**src/rtl/vram_scan_arbiter_if.sv**
```systemverilog
// Writer-side handshake into the VRAM scan arbiter write FIFO.
// The writer drives the master modport; the arbiter uses the slave modport.
interface vram_scan_arbiter_if #(
    parameter int ADDR_W = 19,
    parameter int DATA_W = 16
);
    logic              wr_valid;
    logic [ADDR_W-1:0] wr_addr;
    logic [DATA_W-1:0] wr_data;
    logic              wr_ready;
    logic              wr_drop;

    modport master (
        output wr_valid,
        output wr_addr,
        output wr_data,
        input  wr_ready,
        input  wr_drop
    );

    modport slave (
        input  wr_valid,
        input  wr_addr,
        input  wr_data,
        output wr_ready,
        output wr_drop
    );
endinterface

```
**src/rtl/vram_scan_arbiter.sv**
```systemverilog
// Shares a single-port framebuffer RAM between VGA scan-out reads and a FIFO-buffered pixel writer.
// Optional double buffering (two frame banks, swap on vsync) is enabled by defining VRAM_DOUBLE_BUF_EN.
module vram_scan_arbiter #(
    parameter int H_RES      = 640,
    parameter int V_RES      = 480,
    parameter int DATA_W     = 16,
    parameter int ADDR_W     = 19,
    parameter int FIFO_DEPTH = 16
) (
    input  logic                          vga_clk,
    input  logic                          rst,
    input  logic [9:0]                    pic_x,
    input  logic [9:0]                    pic_y,
    input  logic                          vsync,
    output logic [DATA_W-1:0]             pic_data,
    vram_scan_arbiter_if.slave            wr,
    output logic [$clog2(FIFO_DEPTH):0]   fifo_level,
    output logic                          ram_en,
    output logic                          ram_we,
`ifdef VRAM_DOUBLE_BUF_EN
    output logic [ADDR_W:0]               ram_addr,
`else
    output logic [ADDR_W-1:0]             ram_addr,
`endif
    output logic [DATA_W-1:0]             ram_wdata,
    input  logic [DATA_W-1:0]             ram_rdata
`ifdef VRAM_DOUBLE_BUF_EN
    ,
    input  logic                          swap_req,
    output logic                          front_buf,
    output logic                          swap_done
`endif
);

    localparam int PTR_W = $clog2(FIFO_DEPTH);
    localparam int LVL_W = PTR_W + 1;
    localparam logic [ADDR_W-1:0] FRAME_PIX = ADDR_W'(H_RES * V_RES);

    logic [ADDR_W-1:0] fifo_addr [FIFO_DEPTH];
    logic [DATA_W-1:0] fifo_data [FIFO_DEPTH];
    logic [PTR_W-1:0]  wr_ptr;
    logic [PTR_W-1:0]  rd_ptr;

    logic              scan_hit;
    logic [ADDR_W-1:0] scan_addr;
    logic              fifo_nonempty;
    logic              push;
    logic              pop;
    logic              head_ok;
    logic              rd_flag;

    assign scan_hit      = (pic_x != 10'h3ff) && (pic_y != 10'h3ff);
    assign scan_addr     = ADDR_W'(pic_y) * ADDR_W'(H_RES) + ADDR_W'(pic_x);
    assign fifo_nonempty = (fifo_level != '0);
    assign wr.wr_ready   = (fifo_level < LVL_W'(FIFO_DEPTH));
    assign push          = wr.wr_valid && wr.wr_ready;
    assign pop           = !scan_hit && fifo_nonempty;
    assign head_ok       = (fifo_addr[rd_ptr] < FRAME_PIX);
    assign pic_data      = rd_flag ? ram_rdata : '0;

    // Storage needs no reset: only the pointers and count define which entries are live.
    always_ff @(posedge vga_clk) begin
        if (push) begin
            fifo_addr[wr_ptr] <= wr.wr_addr;
            fifo_data[wr_ptr] <= wr.wr_data;
        end
    end

    always_ff @(posedge vga_clk) begin
        if (rst) begin
            wr_ptr     <= '0;
            rd_ptr     <= '0;
            fifo_level <= '0;
            rd_flag    <= 1'b0;
        end else begin
            rd_flag <= scan_hit;
            if (push) begin
                wr_ptr <= wr_ptr + PTR_W'(1);
            end
            if (pop) begin
                rd_ptr <= rd_ptr + PTR_W'(1);
            end
            case ({push, pop})
                2'b10:   fifo_level <= fifo_level + LVL_W'(1);
                2'b01:   fifo_level <= fifo_level - LVL_W'(1);
                default: fifo_level <= fifo_level;
            endcase
        end
    end

`ifdef VRAM_DOUBLE_BUF_EN
    logic fifo_bank [FIFO_DEPTH];
    logic vsync_d;
    logic swap_pend;

    // Writes always target the back buffer as it was when the pixel was accepted.
    always_ff @(posedge vga_clk) begin
        if (push) begin
            fifo_bank[wr_ptr] <= ~front_buf;
        end
    end

    always_ff @(posedge vga_clk) begin
        if (rst) begin
            front_buf <= 1'b0;
            swap_pend <= 1'b0;
            swap_done <= 1'b0;
            vsync_d   <= 1'b0;
        end else begin
            vsync_d   <= vsync;
            swap_done <= 1'b0;
            if (vsync && !vsync_d && (swap_pend || swap_req)) begin
                front_buf <= ~front_buf;
                swap_pend <= 1'b0;
                swap_done <= 1'b1;
            end else if (swap_req) begin
                swap_pend <= 1'b1;
            end
        end
    end
`else
    logic unused_vsync;
    assign unused_vsync = vsync;
`endif

    // Scan wins the port outright; the FIFO only drains in cycles the scan leaves free.
    always_comb begin
        ram_en     = 1'b0;
        ram_we     = 1'b0;
        ram_addr   = '0;
        ram_wdata  = '0;
        wr.wr_drop = 1'b0;
        if (!rst) begin
            if (scan_hit) begin
                ram_en = 1'b1;
`ifdef VRAM_DOUBLE_BUF_EN
                ram_addr = {front_buf, scan_addr};
`else
                ram_addr = scan_addr;
`endif
            end else if (pop) begin
                if (head_ok) begin
                    ram_en    = 1'b1;
                    ram_we    = 1'b1;
                    ram_wdata = fifo_data[rd_ptr];
`ifdef VRAM_DOUBLE_BUF_EN
                    ram_addr = {fifo_bank[rd_ptr], fifo_addr[rd_ptr]};
`else
                    ram_addr = fifo_addr[rd_ptr];
`endif
                end else begin
                    wr.wr_drop = 1'b1;
                end
            end
        end
    end

endmodule

```
**src/flat_wrapper.sv**
```systemverilog
// flat-port wrapper written by rule: the top's interface ports become plain ports
module vram_scan_arbiter_flat 
#(
    parameter int H_RES      = 640,
    parameter int V_RES      = 480,
    parameter int DATA_W     = 16,
    parameter int ADDR_W     = 19,
    parameter int FIFO_DEPTH = 16
)
  (vga_clk, rst, pic_x, pic_y, vsync, pic_data, fifo_level, ram_en, ram_we, ram_addr, ram_wdata, ram_rdata, wr_wr_valid, wr_wr_addr, wr_wr_data, wr_wr_ready, wr_wr_drop);
  vram_scan_arbiter_if #(.ADDR_W(ADDR_W), .DATA_W(DATA_W)) wr_i ();
  input  logic vga_clk;
  input  logic rst;
  input  logic [9:0] pic_x;
  input  logic [9:0] pic_y;
  input  logic vsync;
  output logic [DATA_W-1:0] pic_data;
  output logic [$clog2(FIFO_DEPTH):0] fifo_level;
  output logic ram_en;
  output logic ram_we;
  output logic [ADDR_W-1:0] ram_addr;
  output logic [DATA_W-1:0] ram_wdata;
  input  logic [DATA_W-1:0] ram_rdata;
  input wire logic [$bits(wr_i.wr_valid)-1:0] wr_wr_valid;
  input wire logic [$bits(wr_i.wr_addr)-1:0] wr_wr_addr;
  input wire logic [$bits(wr_i.wr_data)-1:0] wr_wr_data;
  output wire logic [$bits(wr_i.wr_ready)-1:0] wr_wr_ready;
  output wire logic [$bits(wr_i.wr_drop)-1:0] wr_wr_drop;
  assign wr_i.wr_valid = wr_wr_valid;
  assign wr_i.wr_addr = wr_wr_addr;
  assign wr_i.wr_data = wr_wr_data;
  assign wr_wr_ready = wr_i.wr_ready;
  assign wr_wr_drop = wr_i.wr_drop;
  vram_scan_arbiter #(.H_RES(H_RES), .V_RES(V_RES), .DATA_W(DATA_W), .ADDR_W(ADDR_W), .FIFO_DEPTH(FIFO_DEPTH)) u_core (.vga_clk(vga_clk), .rst(rst), .pic_x(pic_x), .pic_y(pic_y), .vsync(vsync), .pic_data(pic_data), .wr(wr_i), .fifo_level(fifo_level), .ram_en(ram_en), .ram_we(ram_we), .ram_addr(ram_addr), .ram_wdata(ram_wdata), .ram_rdata(ram_rdata));
endmodule
```
**config.mk**
```make
export PLATFORM = sky130hd
export DESIGN_NAME = vram_scan_arbiter_flat
export DESIGN_NICKNAME = d
export VERILOG_FILES = /design/src/rtl/vram_scan_arbiter_if.sv /design/src/rtl/vram_scan_arbiter.sv /design/src/flat_wrapper.sv
export SDC_FILE = /design/constraint.sdc
export NUM_CORES = 1
export LEC_CHECK = 0
export CAP_MARGIN = 20
export CORE_ASPECT_RATIO = 0.8
export CORE_MARGIN = 5
export CORE_UTILIZATION = 39
export DETAILED_ROUTE_END_ITERATION = 8
export GPL_TIMING_DRIVEN = 0
export SKIP_LAST_GASP = 1
export SLEW_MARGIN = 25
export SYNTH_ARGS = -nofsm -noshare
export SYNTH_HDL_FRONTEND = slang
export SYNTH_SLANG_ARGS = --single-unit
```
**constraint.sdc**
```tcl
create_clock -name vga_clk -period 4.3 [get_ports vga_clk]
set_input_delay 0.86 -clock vga_clk [delete_from_list [all_inputs] [get_ports vga_clk]]
set_output_delay 0.86 -clock vga_clk [all_outputs]
set_load 0.05 [all_outputs]
```
* Word level (Yosys, flattened, before mapping)
Memories as Yosys holds them, arrays and structs flattened. A register that Yosys moved wholly into a read port is not among the register bits. Index checks and enable logic that the tools add are counted.
Storage, ports and cells: bits in registers 14, memory bits (writable) 560, bits of input ports 75, logic and storage cells 50, memories kept 2
Memories:
- u_core.fifo_addr | words 16, width 19, read ports 1, clocked after memory_dff 1, wr ports 1, line vram_scan_arbiter.sv:39 | logic [ADDR_W-1:0] fifo_addr [FIFO_DEPTH];
- u_core.fifo_data | words 16, width 16, read ports 1, clocked after memory_dff 1, wr ports 1, line vram_scan_arbiter.sv:40 | logic [DATA_W-1:0] fifo_data [FIFO_DEPTH];
Cells by class: add/sub/neg operators 5, multipliers 1, magnitude comparators 2, equality and inequality tests 4, multiplexer cells 26, reductions and logical operators 6
Operator list (count):
- $mux W16 | 5
- $mux W19 | 4
- $ne A10 B10 Y1 const B | 2
- $add A19 B10 Y19 | 1
- $lt A19 B19 Y1 const B | 1
- $mux W4 | 4
- $mul A10 B3 Y12 const B | 1
- $mux W1 | 12
- $pmux W5 S2 | 1
- $add A4 B1 Y4 const B | 2
- $add A5 B1 Y5 const B | 1
- $lt A5 B5 Y1 const B | 1
- $reduce_bool A5 Y1 | 1
- $sub A5 B1 Y5 const B | 1
- $logic_and A1 B1 Y1 | 3
- $eq A2 B1 Y1 const B | 1
- $eq A2 B2 Y1 const B | 1
- $reduce_bool A2 Y1 | 1
- $logic_not A1 Y1 | 1

* Longest topological paths before layout
Gate-level depths: netlist (run 1).
word-level depth 7, mapped depth 13, depth with buffers taken out 13

* Worst setup path after synthesis (run 1)
Ideal clock, no wire load.
kind in2out, from input port pic_y[1], to output port ram_addr[17], data arrival time 3.477 ns, data required time 3.440 ns, slack -0.037 ns, cell stages on the path 9, path through ha_1 -> ha_1 -> fa_1 -> a211oi_1 -> o21ai_0 -> a21oi_1 -> xor2_1 -> or4_1 -> nand3_1
On the way: longest elaborated chain between the ends 7, elaborated cells between the ends (all ways) 9, classes of those cells add/sub (1); mul (1); eq/ne (1); mux (3); reduce/logical (3)
RTL lines:
- from (decl) | line flat_wrapper.sv:15 | input logic [9:0] pic_y;
- parallel branches: the longest is 5 deep, another holds $add A19 B10 Y19
- $mux W19 (*) | line vram_scan_arbiter.sv:134 | if (scan_hit) begin
- $mux W19 (*) | line vram_scan_arbiter.sv:133 | if (!rst) begin
- to (decl) | line flat_wrapper.sv:21 | output logic [ADDR_W-1:0] ram_addr;
Every way passes the cells marked *.

* Worst setup path after layout (run 1)
from input port pic_y[2], to output port ram_addr[17]
Same word-level chain as after synthesis.

==> results of run 1 <==
what timing repair did:
item,4_1_cts,5_1_grt
gates resized for setup,301,67
setup endpoints to repair,38,37
hold buffers,0,0
buffers inserted,6,3
pin swaps,11,14
cell type report:
type	instances	area, um^2
fillers	4921	31300
flip-flops and latches	578	17200
multi-input cells	448	6300
repair buffers	157	1710
clock buffers	67	1400
well taps	779	975
plain buffers	51	405
clock inverters	31	287
inverters	28	105
layer usage:
layer | vias up | wire length, um
met1 | 6297 | 25700
met2 | 391 | 26300
met3 | 58 | 3760
met5 | - | 35
met4 | 6 | 672
li1 | 5048 | -
power groups by stage:
stage	clock network, mW	registers, mW	logic, mW
detailed placement	0	6.38	0.718
global route	4.99	6.26	0.848
finish	4.63	6.26	0.794
CTS	4.73	6.26	0.750
global placement	0	6.38	0.685
floorplan	0	6.39	0.391
cells by family after synthesis:
| logic type | synth area share (%) |
|---|---|
| flops | 73.0 |
| mux | 16.2 |
| simple gates | 3.92 |
| compound gates | 2.71 |
| buf+inv | 1.70 |
| fa+ha+maj | 1.74 |
| xor+xnor | 0.708 |
Yosys cell counts (3+ instances only):
| cell | instances | area, um^2 |
|---|---|---|
| ha_1 | 28 | 350 |
| buf_2 | 20 | 100 |
| nand4_1 | 7 | 43.8 |
| o31ai_1 | 4 | 30.0 |
| nor4b_1 | 3 | 26.3 |
| nor2b_1 | 6 | 37.5 |
| edfxtp_1 | 560 | 16800 |
| nand2_1 | 26 | 97.6 |
| a22oi_1 | 8 | 60.1 |
| buf_6 | 5 | 56.3 |
| nor3_1 | 7 | 35.0 |
| nand3_1 | 4 | 20.0 |
| o21ai_0 | 6 | 30.0 |
| a21o_1 | 4 | 30.0 |
| nor2_1 | 28 | 105 |
| fa_1 | 3 | 60.1 |
| and2_1 | 33 | 206 |
| or3_1 | 3 | 18.8 |
| and3_1 | 3 | 18.8 |
| xor2_1 | 11 | 96.3 |
| o211ai_1 | 4 | 30.0 |
| clkbuf_1 | 21 | 78.8 |
| o31ai_2 | 12 | 150 |
| xnor2_1 | 8 | 70.1 |
| inv_1 | 16 | 60.1 |
| a211oi_1 | 3 | 22.5 |
| a21oi_1 | 17 | 85.1 |
| mux4_2 | 169 | 3810 |
| nor3b_2 | 16 | 200 |
| dfxtp_1 | 18 | 360 |
| nand2b_1 | 4 | 25.0 |
| clkinv_1 | 12 | 45.0 |
stage by stage:
step,setup WS (ns),instances,power (mW),hold slack [ns]
floorplan,0.0907,1105,6.78,0.459
global placement,-1.36,2016,7.07,0.483
detailed placement,-1.40,2032,7.10,0.488
CTS,-0.00807,2136,11.7,0.504
global route,-0.0462,2139,12.1,0.543
finish,0.0549,2139,11.7,0.509
worst paths after layout:
| check | endpoint | slack, ns |
|---|---|---|
| worst max-delay path | ram_addr[17] | 0.05 |
| worst max register to register | u_core.fifo_level[4] | 1.52 |
| worst min register to register | register | 0.51 |
| worst min-delay path | register | 0.51 |
worst register-to-register path, cell delays in order, from the launching register on:
cell and delay [ns]:
dfxtp_1 0.35, nor4_1 0.28, nand2_1 0.11, o21ai_1 0.31, inv_1 0.14, ha_1 0.26, ha_1 0.33, nor2b_1 0.15
o21ai_0 0.21, a21oi_1 0.10, nor3_1 0.21, xnor2_1 0.14, nor2_1 0.05
flip-flops by register name (all words and copies together), names as in the netlist, named ones only:
| register | count |
|---|---|
| u_core.fifo_data | 256 |
| u_core.wr_ptr | 4 |
| u_core.fifo_level | 5 |
| u_core.rd_flag | 1 |
| u_core.rd_ptr | 4 |
| u_core.fifo_addr | 304 |
==> metrics.yaml, run 1 <==
power_and_ir_drop:
  leakagePower_nw: 8.88
  powerDensity_mw_per_mm2: 412
  ir_drop_mv: 0.333
  p_int_mw: 9.17
  p_clk_share_pct: 39.6
  power_frac_comb_pct: 6.8
  swShare_pct: 21.5
  p_sw_mw: 2.51
  seq_power_share_pct: 53.6
global_routing:
  grt_pass1_wl_mm: 82.4
  grt_use_met1_pct: 25.5
  grt_pass1_vias: 12000
  top_usage_layer: "met2"
  grt_util_met2_pct: 26.4
  grt_util_met3_pct: 3.66
  grt_overflow: 0
  antenna_found_initial: 3
  grt_usage_pct: 17.0
  grt_max_degree: 35
synth:
  syn_area_per_cell_um2: 21.3
  synth.net_count: 1211
  synth_edf_count: 560
  synthFlopType: "edfxtp_1"
  syn_inst: 1105
  ys_async_sr_fraction_pct: 0
  yosysUniqueCellTypes: 60
  synth_area_mm2: 0.0235
  ys_seq_area_share_pct: 73.0
  yosys_warnings: 0
  yosys_register_bits: 578
finish:
  final_cell_mix: "560 x edfxtp_1, 169 x mux4_2, 85 x clkdlybuf4s50_1, 54 x clkbuf_16, 33 x buf_4"
  drive_gt1_share_pct: 32.1
  stdcell_area_mm2: 0.0284
  final_common_cell: "edfxtp_1"
  utilization_pct: 47.5
  nNetsFinal: 1424
  syn2layout_area_growth_pct: 20.6
  n_antenna_cell: 0
critical_path:
  crit_cells: 11
  start_kind: "input port"
  arrival_ns: 3.39
  critPathMaxFanout: 5
  r2r_cells: 12
  crit_path_end_kind: "primary output"
  crit_buf_inv: 2
  cp_common_cell: "ha_4"
  crit_required_ns: 3.44
  critPathLaunch: "pic_y[2]"
  crit_type: "input port to primary output"
  rr_startpoint: "u_core.fifo_level[1]"
  path_cells: "clkdlybuf4s15_2, ha_4, ha_4, fa_2, a211oi_4, o21ai_2, a21oi_2, xor2_2, or4_4, nand3_4, buf_8"
  slowest_delay_ns: 0.57
  crit_family: "adder cells"
  cp_slowest_cell: "or4_4"
clocking:
  clock_latency_ns: 0.59
  cts_made_buffers: 54
  root_buffer: "clkbuf_16"
  clockBufferDepth: 3
  cts_tree: "yes"
  cts.clk_slew.worst_paths_ns: 0.06
  htree_levels: 2
  clock-sinks: 578
routing:
  vias: 11800
  ant_nets: 0
  wl_per_cell_um: 26.4
  drc_errors: 0
  routed_wl_mm: 56.5
  via_per_inst: 5.52
  drt-initial-drc-count: 1020
  dr.pass1.iters: 5
sta:
  setup_tns_ns: 0
  finalClockSkew_ns: 0.0217
  drv_slew: 0
  fmax_ghz: 0.236
  maxSlewHeadroom_pct: 38.0
  finalHoldViolations: 0
  setup_viol: 0
  worst_slew_pin_slew_ns: 0.931
  finalCriticalPeriod_ns: 4.25
  period_share_pct: 98.7
  rsz0062_at_grt: "true"
place:
  gp_congestion: 0.817
  portBuffers: 132
  dp_hpwl_mm: 34.4
  postPlaceCellArea_mm2: 0.0262
floorplan:
  pin_count: 135
  core_region_area_mm2: 0.0597
  initial_core_util_pct: 39.4
  design.die.area_mm2: 0.0653
  rows: 80
  die_x_um: 285
  fp.dieH_um: 230
hold_path:
  holdPathStages: 2
  hp-start: "u_core.rd_ptr[3]"
  hold_class: "register to register"
run_status:
  status: "finished clean"
run:
  drv_cap: 0
No activity file was read; power rests on OpenSTA's default activity.
==> run 2: changes to the inputs <==
--- a/config.mk
+++ b/config.mk
@@ -9,8 +9,10 @@
 export CORE_ASPECT_RATIO = 0.8
 export CORE_MARGIN = 5
 export CORE_UTILIZATION = 39
+export CTS_CLUSTER_SIZE = 28
 export DETAILED_ROUTE_END_ITERATION = 8
 export GPL_TIMING_DRIVEN = 0
+export MAX_ROUTING_LAYER = met4
 export SKIP_LAST_GASP = 1
 export SLEW_MARGIN = 25
 export SYNTH_ARGS = -nofsm -noshare
==> metrics.yaml, run 2 (same netlist as run 1, synthesis figures left out) <==
power_and_ir_drop:
  leakagePower_nw: 8.89  # about the same
  ir_drop_mv: 0.335  # +0.70%
  powerDensity_mw_per_mm2: 412  # about the same
run:
  drv_cap: 0  # unchanged
finish:
  regMostFlops: "u_core.fifo_addr"
  drive_gt1_share_pct: 32.3  # +0.25 points
  nNetsFinal: 1426  # +0.14%
  largest_reg_flops: 304  # unchanged
  syn2layout_area_growth_pct: 20.6  # about the same
  top_regs: "u_core.fifo_addr (304), u_core.fifo_data (256), u_core.fifo_level (5)"
  final_common_cell: "edfxtp_1"
  stdcell_area_mm2: 0.0284  # about the same
  final_cell_mix: "560 x edfxtp_1, 169 x mux4_2, 85 x clkdlybuf4s50_1, 54 x clkbuf_16, 39 x buf_4"
  utilization_pct: 47.5  # about the same
routing:
  dr.pass1.iters: 7  # +2
  drt-initial-drc-count: 1013  # -0.69%
  vias: 11800  # +0.059%
  routed_wl_mm: 56.6  # +0.14%
  wl_per_cell_um: 26.4  # about the same
  via_per_inst: 5.51  # -0.17%
  drc_errors: 0  # unchanged
  ant_nets: 0  # unchanged
hold_path:
  hold_class: "register to register"
  hp-start: "u_core.rd_ptr[3]"
  holdPathStages: 2  # unchanged
critical_path:
  arrival_ns: 3.41  # +0.02 ns
  cp_common_cell: "ha_4"
  rr_startpoint: "u_core.fifo_level[1]"
  path_cells: "clkdlybuf4s15_2, ha_4, ha_4, fa_2, a211oi_4, o21ai_2, a21oi_2, xor2_2, or4_4, nand3_4, buf_8"
  cp_slowest_cell: "or4_4"
  start_kind: "input port"
  critPathMaxFanout: 5  # unchanged
  reg2reg_to: "u_core.fifo_level[4]"
  r2r_cells: 12  # unchanged
  slowest_delay_ns: 0.57  # about the same
  crit_required_ns: 3.44  # about the same
  crit_type: "input port to primary output"
  crit_path_end_kind: "primary output"
  ff2ff_setup_slack_ns: 1.54  # +0.02 ns
sta:
  period_share_pct: 99.2  # +0.48 points
  setup_viol: 0  # unchanged
  drv_slew: 0  # unchanged
  maxSlewHeadroom_pct: 37.8  # -0.20 points
  finalCriticalPeriod_ns: 4.27  # +0.0208 ns
  rsz0062_at_grt: "true"
  fin_ws_ns: 0.0341  # -0.0208 ns
  finalHoldViolations: 0  # unchanged
  fmax_ghz: 0.234  # -0.49%
  worst_slew_pin_slew_ns: 0.934  # +0.00303 ns
  hold_slack_ns: 0.508  # -0.000360 ns
  finalClockSkew_ns: 0.0233  # +0.00159 ns
  setup_tns_ns: 0  # unchanged
place:
  portBuffers: 132  # unchanged
  dp_hpwl_mm: 34.4  # unchanged
  postPlaceCellArea_mm2: 0.0262  # unchanged
  dp_slack_ns: -1.40  # unchanged
  gp_congestion: 0.830  # +1.5%
clocking:
  cts.clk_slew.worst_paths_ns: 0.06  # about the same
  cts_made_buffers: 54  # unchanged
  clock_latency_ns: 0.59  # about the same
  cts_tree: "yes"
  clock-sinks: 578  # unchanged
  htree_levels: 2  # unchanged
  clockBufferDepth: 3  # unchanged
  hold_buffers: 0  # unchanged
  root_buffer: "clkbuf_16"
floorplan:
  core_region_area_mm2: 0.0597  # unchanged
  initial_core_util_pct: 39.4  # unchanged
  design.die.area_mm2: 0.0653  # unchanged
  rows: 80  # unchanged
  die_x_um: 285  # unchanged
  pin_count: 135  # unchanged
  fp.dieH_um: 230  # unchanged
global_routing:
  grt_usage_pct: 17.6  # +0.53 points
  antenna_found_initial: 3  # unchanged
  grt_max_degree: 35  # unchanged
  grt_overflow: 0  # unchanged
  grt_pass1_vias: 11900  # -0.15%
  grt_pass1_wl_mm: 82.5  # about the same
run_status:
  status: "finished clean"
==> run 2: layout make-up <==
type                            count  area (um^2)
Multi-Input combinational cell    448         6290
Tap cell                          779          975
Fill cell                        4921        31300
Inverter                           28          105
Clock buffer                       67         1400
Timing Repair Buffer              159         1710
Buffer                             51          405
Antenna cell                        3         7.51
Clock inverter                     31          287
Sequential cell                   578        17200
==> run 2: worst max-delay path by stage <==
| stage | startpoint | end | cells after the start |
|---|---|---|---|
| CTS | register | ram_wdata[14] | 11 |
| global placement | pic_y[1] | ram_addr[17] | 11 |
| detailed placement | pic_y[1] | ram_addr[17] | 11 |
| finish | pic_y[2] | ram_addr[17] | 11 |
| global route | register | ram_wdata[8] | 9 |
| floorplan | pic_y[1] | ram_addr[17] | 9 |
==> run 2: metrics by stage <==
step	power [mW]	cells
after detailed placement	7.10	2032
after floorplan	6.78	1105
after global placement	7.07	2016
final	11.7	2144
after CTS	11.7	2136
after global routing	12.1	2144
==> run 2: per-layer routing <==
metal | wire (um) | global-route usage [%] | vias to the layer above
li1 | - | - | 5052
met1 | 25700 | 25.6 | 6294
met2 | 26200 | 26.4 | 405
met3 | 3920 | 3.66 | 56
met4 | 691 | 2.78 | 0
met5 | 0 | - | -
==> run 2: where the power goes <==
group          switching, mW  internal (mW)  total, mW
combinational          0.474          0.317      0.791
sequential            0.0175           6.24       6.26
clock                   2.03           2.61       4.64
==> run 2: repair_timing <==
item | 4_1_cts | 5_1_grt
gates cloned | 0 | 0
setup endpoints to repair | 38 | 37
gates resized for setup | 301 | 61
pin swaps | 11 | 16
buffers inserted | 6 | 5
==> run 2: critical path: cells and delay by family <==
| kind | cells | cell delay, ns |
|---|---|---|
| AND/OR/NAND/NOR | 2 | 0.66 |
| buffers and inverters | 2 | 0.39 |
| XOR/XNOR | 1 | 0.17 |
| AO/OA/AOI/OAI | 3 | 0.60 |
| adder cells (fa/ha/maj) | 3 | 0.72 |
==> run 3: changes to the inputs <==
==> constraint.sdc (replaced) <==
create_clock -name vga_clk -period 4.52 [get_ports vga_clk]
set_input_delay 0.904 -clock vga_clk [delete_from_list [all_inputs] [get_ports vga_clk]]
set_output_delay 0.904 -clock vga_clk [all_outputs]
set_load 0.05 [all_outputs]
==> metrics.yaml, run 3 (same netlist as run 1, synthesis figures left out) <==
run_status:
  status: "finished clean"
global_routing:
  grt_max_degree: 36  # +2.9%
  antenna_found_initial: 3  # unchanged
  grt_pass1_wl_mm: 83.5  # +1.2%
  grt_usage_pct: 17.9  # +0.32 points
  grt_overflow: 0  # unchanged
  grt_pass1_vias: 12100  # +1.6%
sta:
  rsz0062_at_grt: "true"
  worst_slew_pin_slew_ns: 0.960  # +0.0269 ns
  setup_viol: 0  # unchanged
  fmax_ghz: 0.227
  drv_slew: 0  # unchanged
  finalCriticalPeriod_ns: 4.41
  fin_ws_ns: 0.106  # +0.0717 ns
  period_share_pct: 97.7
  maxSlewHeadroom_pct: 36.0  # -1.8 points
  finalHoldViolations: 0  # unchanged
  finalClockSkew_ns: 0.0110  # -0.0123 ns
critical_path:
  ff2ff_setup_slack_ns: 1.73  # +0.19 ns
  crit_type: "input port to primary output"
  r2r_cells: 12  # unchanged
  path_cells: "clkdlybuf4s50_1, nand4_1, nor3_2, o211ai_1, clkbuf_4, a311oi_1, clkdlybuf4s15_2"
  critPathMaxFanout: 10  # +5
  crit_required_ns: 3.62  # +0.18 ns
  crit_path_end_kind: "primary output"
  arrival_ns: 3.51  # +0.10 ns
  reg2reg_to: "u_core.fifo_level[4]"
  start_kind: "input port"
  cp_slowest_cell: "clkdlybuf4s50_1"
  rr_startpoint: "u_core.fifo_level[1]"
  crit_buf_inv: 3  # +1
  slowest_delay_ns: 0.54  # -0.03 ns
  crit_family: "buffers and inverters"
floorplan:
  rows: 80  # unchanged
  pin_count: 135  # unchanged
  core_region_area_mm2: 0.0597  # unchanged
  fp.dieH_um: 230  # unchanged
  die_x_um: 285  # unchanged
  design.die.area_mm2: 0.0653  # unchanged
  initial_core_util_pct: 39.4  # unchanged
clocking:
  hold_buffers: 0  # unchanged
  cts.clk_slew.worst_paths_ns: 0.05  # about the same
  root_buffer: "clkbuf_16"
  cts_tree: "yes"
  clock_latency_ns: 0.61  # +0.02 ns
  htree_levels: 2  # unchanged
  cts_made_buffers: 54  # unchanged
  clockBufferDepth: 3  # unchanged
  clock-sinks: 578  # unchanged
hold_path:
  hold_class: "register to register"
  hp-start: "u_core.rd_ptr[3]"
  holdPathStages: 2  # unchanged
finish:
  regMostFlops: "u_core.fifo_addr"
  final_common_cell: "edfxtp_1"
  stdcell_count: 2141  # -0.14%
  syn2layout_area_growth_pct: 19.8
  drive_gt1_share_pct: 31.3  # -1.0 points
  largest_reg_flops: 304  # unchanged
  stdcell_area_mm2: 0.0282  # -0.67%
  top_regs: "u_core.fifo_addr (304), u_core.fifo_data (256), u_core.fifo_level (5)"
  final_cell_mix: "560 x edfxtp_1, 169 x mux4_2, 88 x clkdlybuf4s50_1, 55 x clkbuf_16, 29 x buf_4"
  nNetsFinal: 1420  # -0.42%
run:
  drv_cap: 0  # unchanged
power_and_ir_drop:
  finalPower_mw: 11.3  # -3.6%
  ir_drop_mv: 0.329  # -1.7%
  leakagePower_nw: 8.85  # -0.42%
  powerDensity_mw_per_mm2: 400  # -3.0%
routing:
  dr.pass1.iters: 5  # -2
  ant_nets: 0  # unchanged
  routed_wl_mm: 56.8  # +0.45%
  vias: 11800  # -0.42%
  drc_errors: 0  # unchanged
  via_per_inst: 5.49  # -0.28%
  wl_per_cell_um: 26.5  # +0.59%
  drt-initial-drc-count: 1013  # unchanged
place:
  postPlaceCellArea_mm2: 0.0262  # about the same
  dp_slack_ns: -1.33  # +0.0666 ns
  gp_congestion: 0.824  # -0.75%
  dp_cells: 2032  # unchanged
  portBuffers: 132  # unchanged
  dp_hpwl_mm: 35.0  # +1.8%
-- run 3: per-layer routing --
metal	vias to the layer above	wire length [um]	part of all wire (%)	GRT usage, %
met4	0	1020	1.8	3.93
met1	6210	25600	45	25.6
met2	430	26200	46	26.9
met3	79	4010	7.1	3.73
met5	-	0	0	-
li1	5039	-	-	-
-- run 3: where the power goes --
part	total, mW	internal, mW	switching [mW]
Sequential	5.96	5.94	0.0177
Combinational	0.713	0.278	0.435
Clock	4.59	2.63	1.96
-- run 3: worst max path at each step --
stage | from | to | slack, ns | depth (start not counted)
2_1_floorplan | pic_y[1] | ram_addr[17] | 0.09 | 9
3_3_place_gp | pic_y[1] | ram_addr[18] | -1.28 | 11
3_5_place_dp | pic_y[1] | ram_addr[17] | -1.33 | 11
4_1_cts | pic_x[8] | wr_wr_drop | -0.05 | 7
5_1_grt | register | ram_wdata[14] | -0.08 | 11
6_report | pic_x[8] | wr_wr_drop | 0.11 | 7
-- run 3: metrics by stage --
stage | hold WS, ns | util, % | TNS (ns)
2_1_floorplan | 0.459 | - | 0
3_3_place_gp | 0.482 | 43.3 | -99.71
3_5_place_dp | 0.497 | 43.9 | -19.88
4_1_cts | 0.510 | 47.0 | -0.0931
5_1_grt | 0.555 | 47.2 | -0.133
6_report | 0.504 | 47.2 | 0
-- run 3: timing repair --
item                                    4_1_cts  5_1_grt
buffers inserted                              5        0
gates resized for setup                     222       83
endpoints found under the setup margin       38       37
pin swaps                                     8        7
-- run 3: layout make-up --
class / count / area [um^2]
antenna: 4 / 10.0
buffer: 51 / 358
clock buffer: 64 / 1410
clock inverter: 36 / 365
fill: 4937 / 31500
inverter: 28 / 105
multi-input combinational: 448 / 6180
sequential: 578 / 17200
tap: 779 / 975
timing repair buffer: 153 / 1590
-- run 3: worst min-delay path, stage by stage (launching register included) --
cell	delay [ns]
dfxtp_1	0.30
o21ai_0	0.06
a21oi_1	0.08
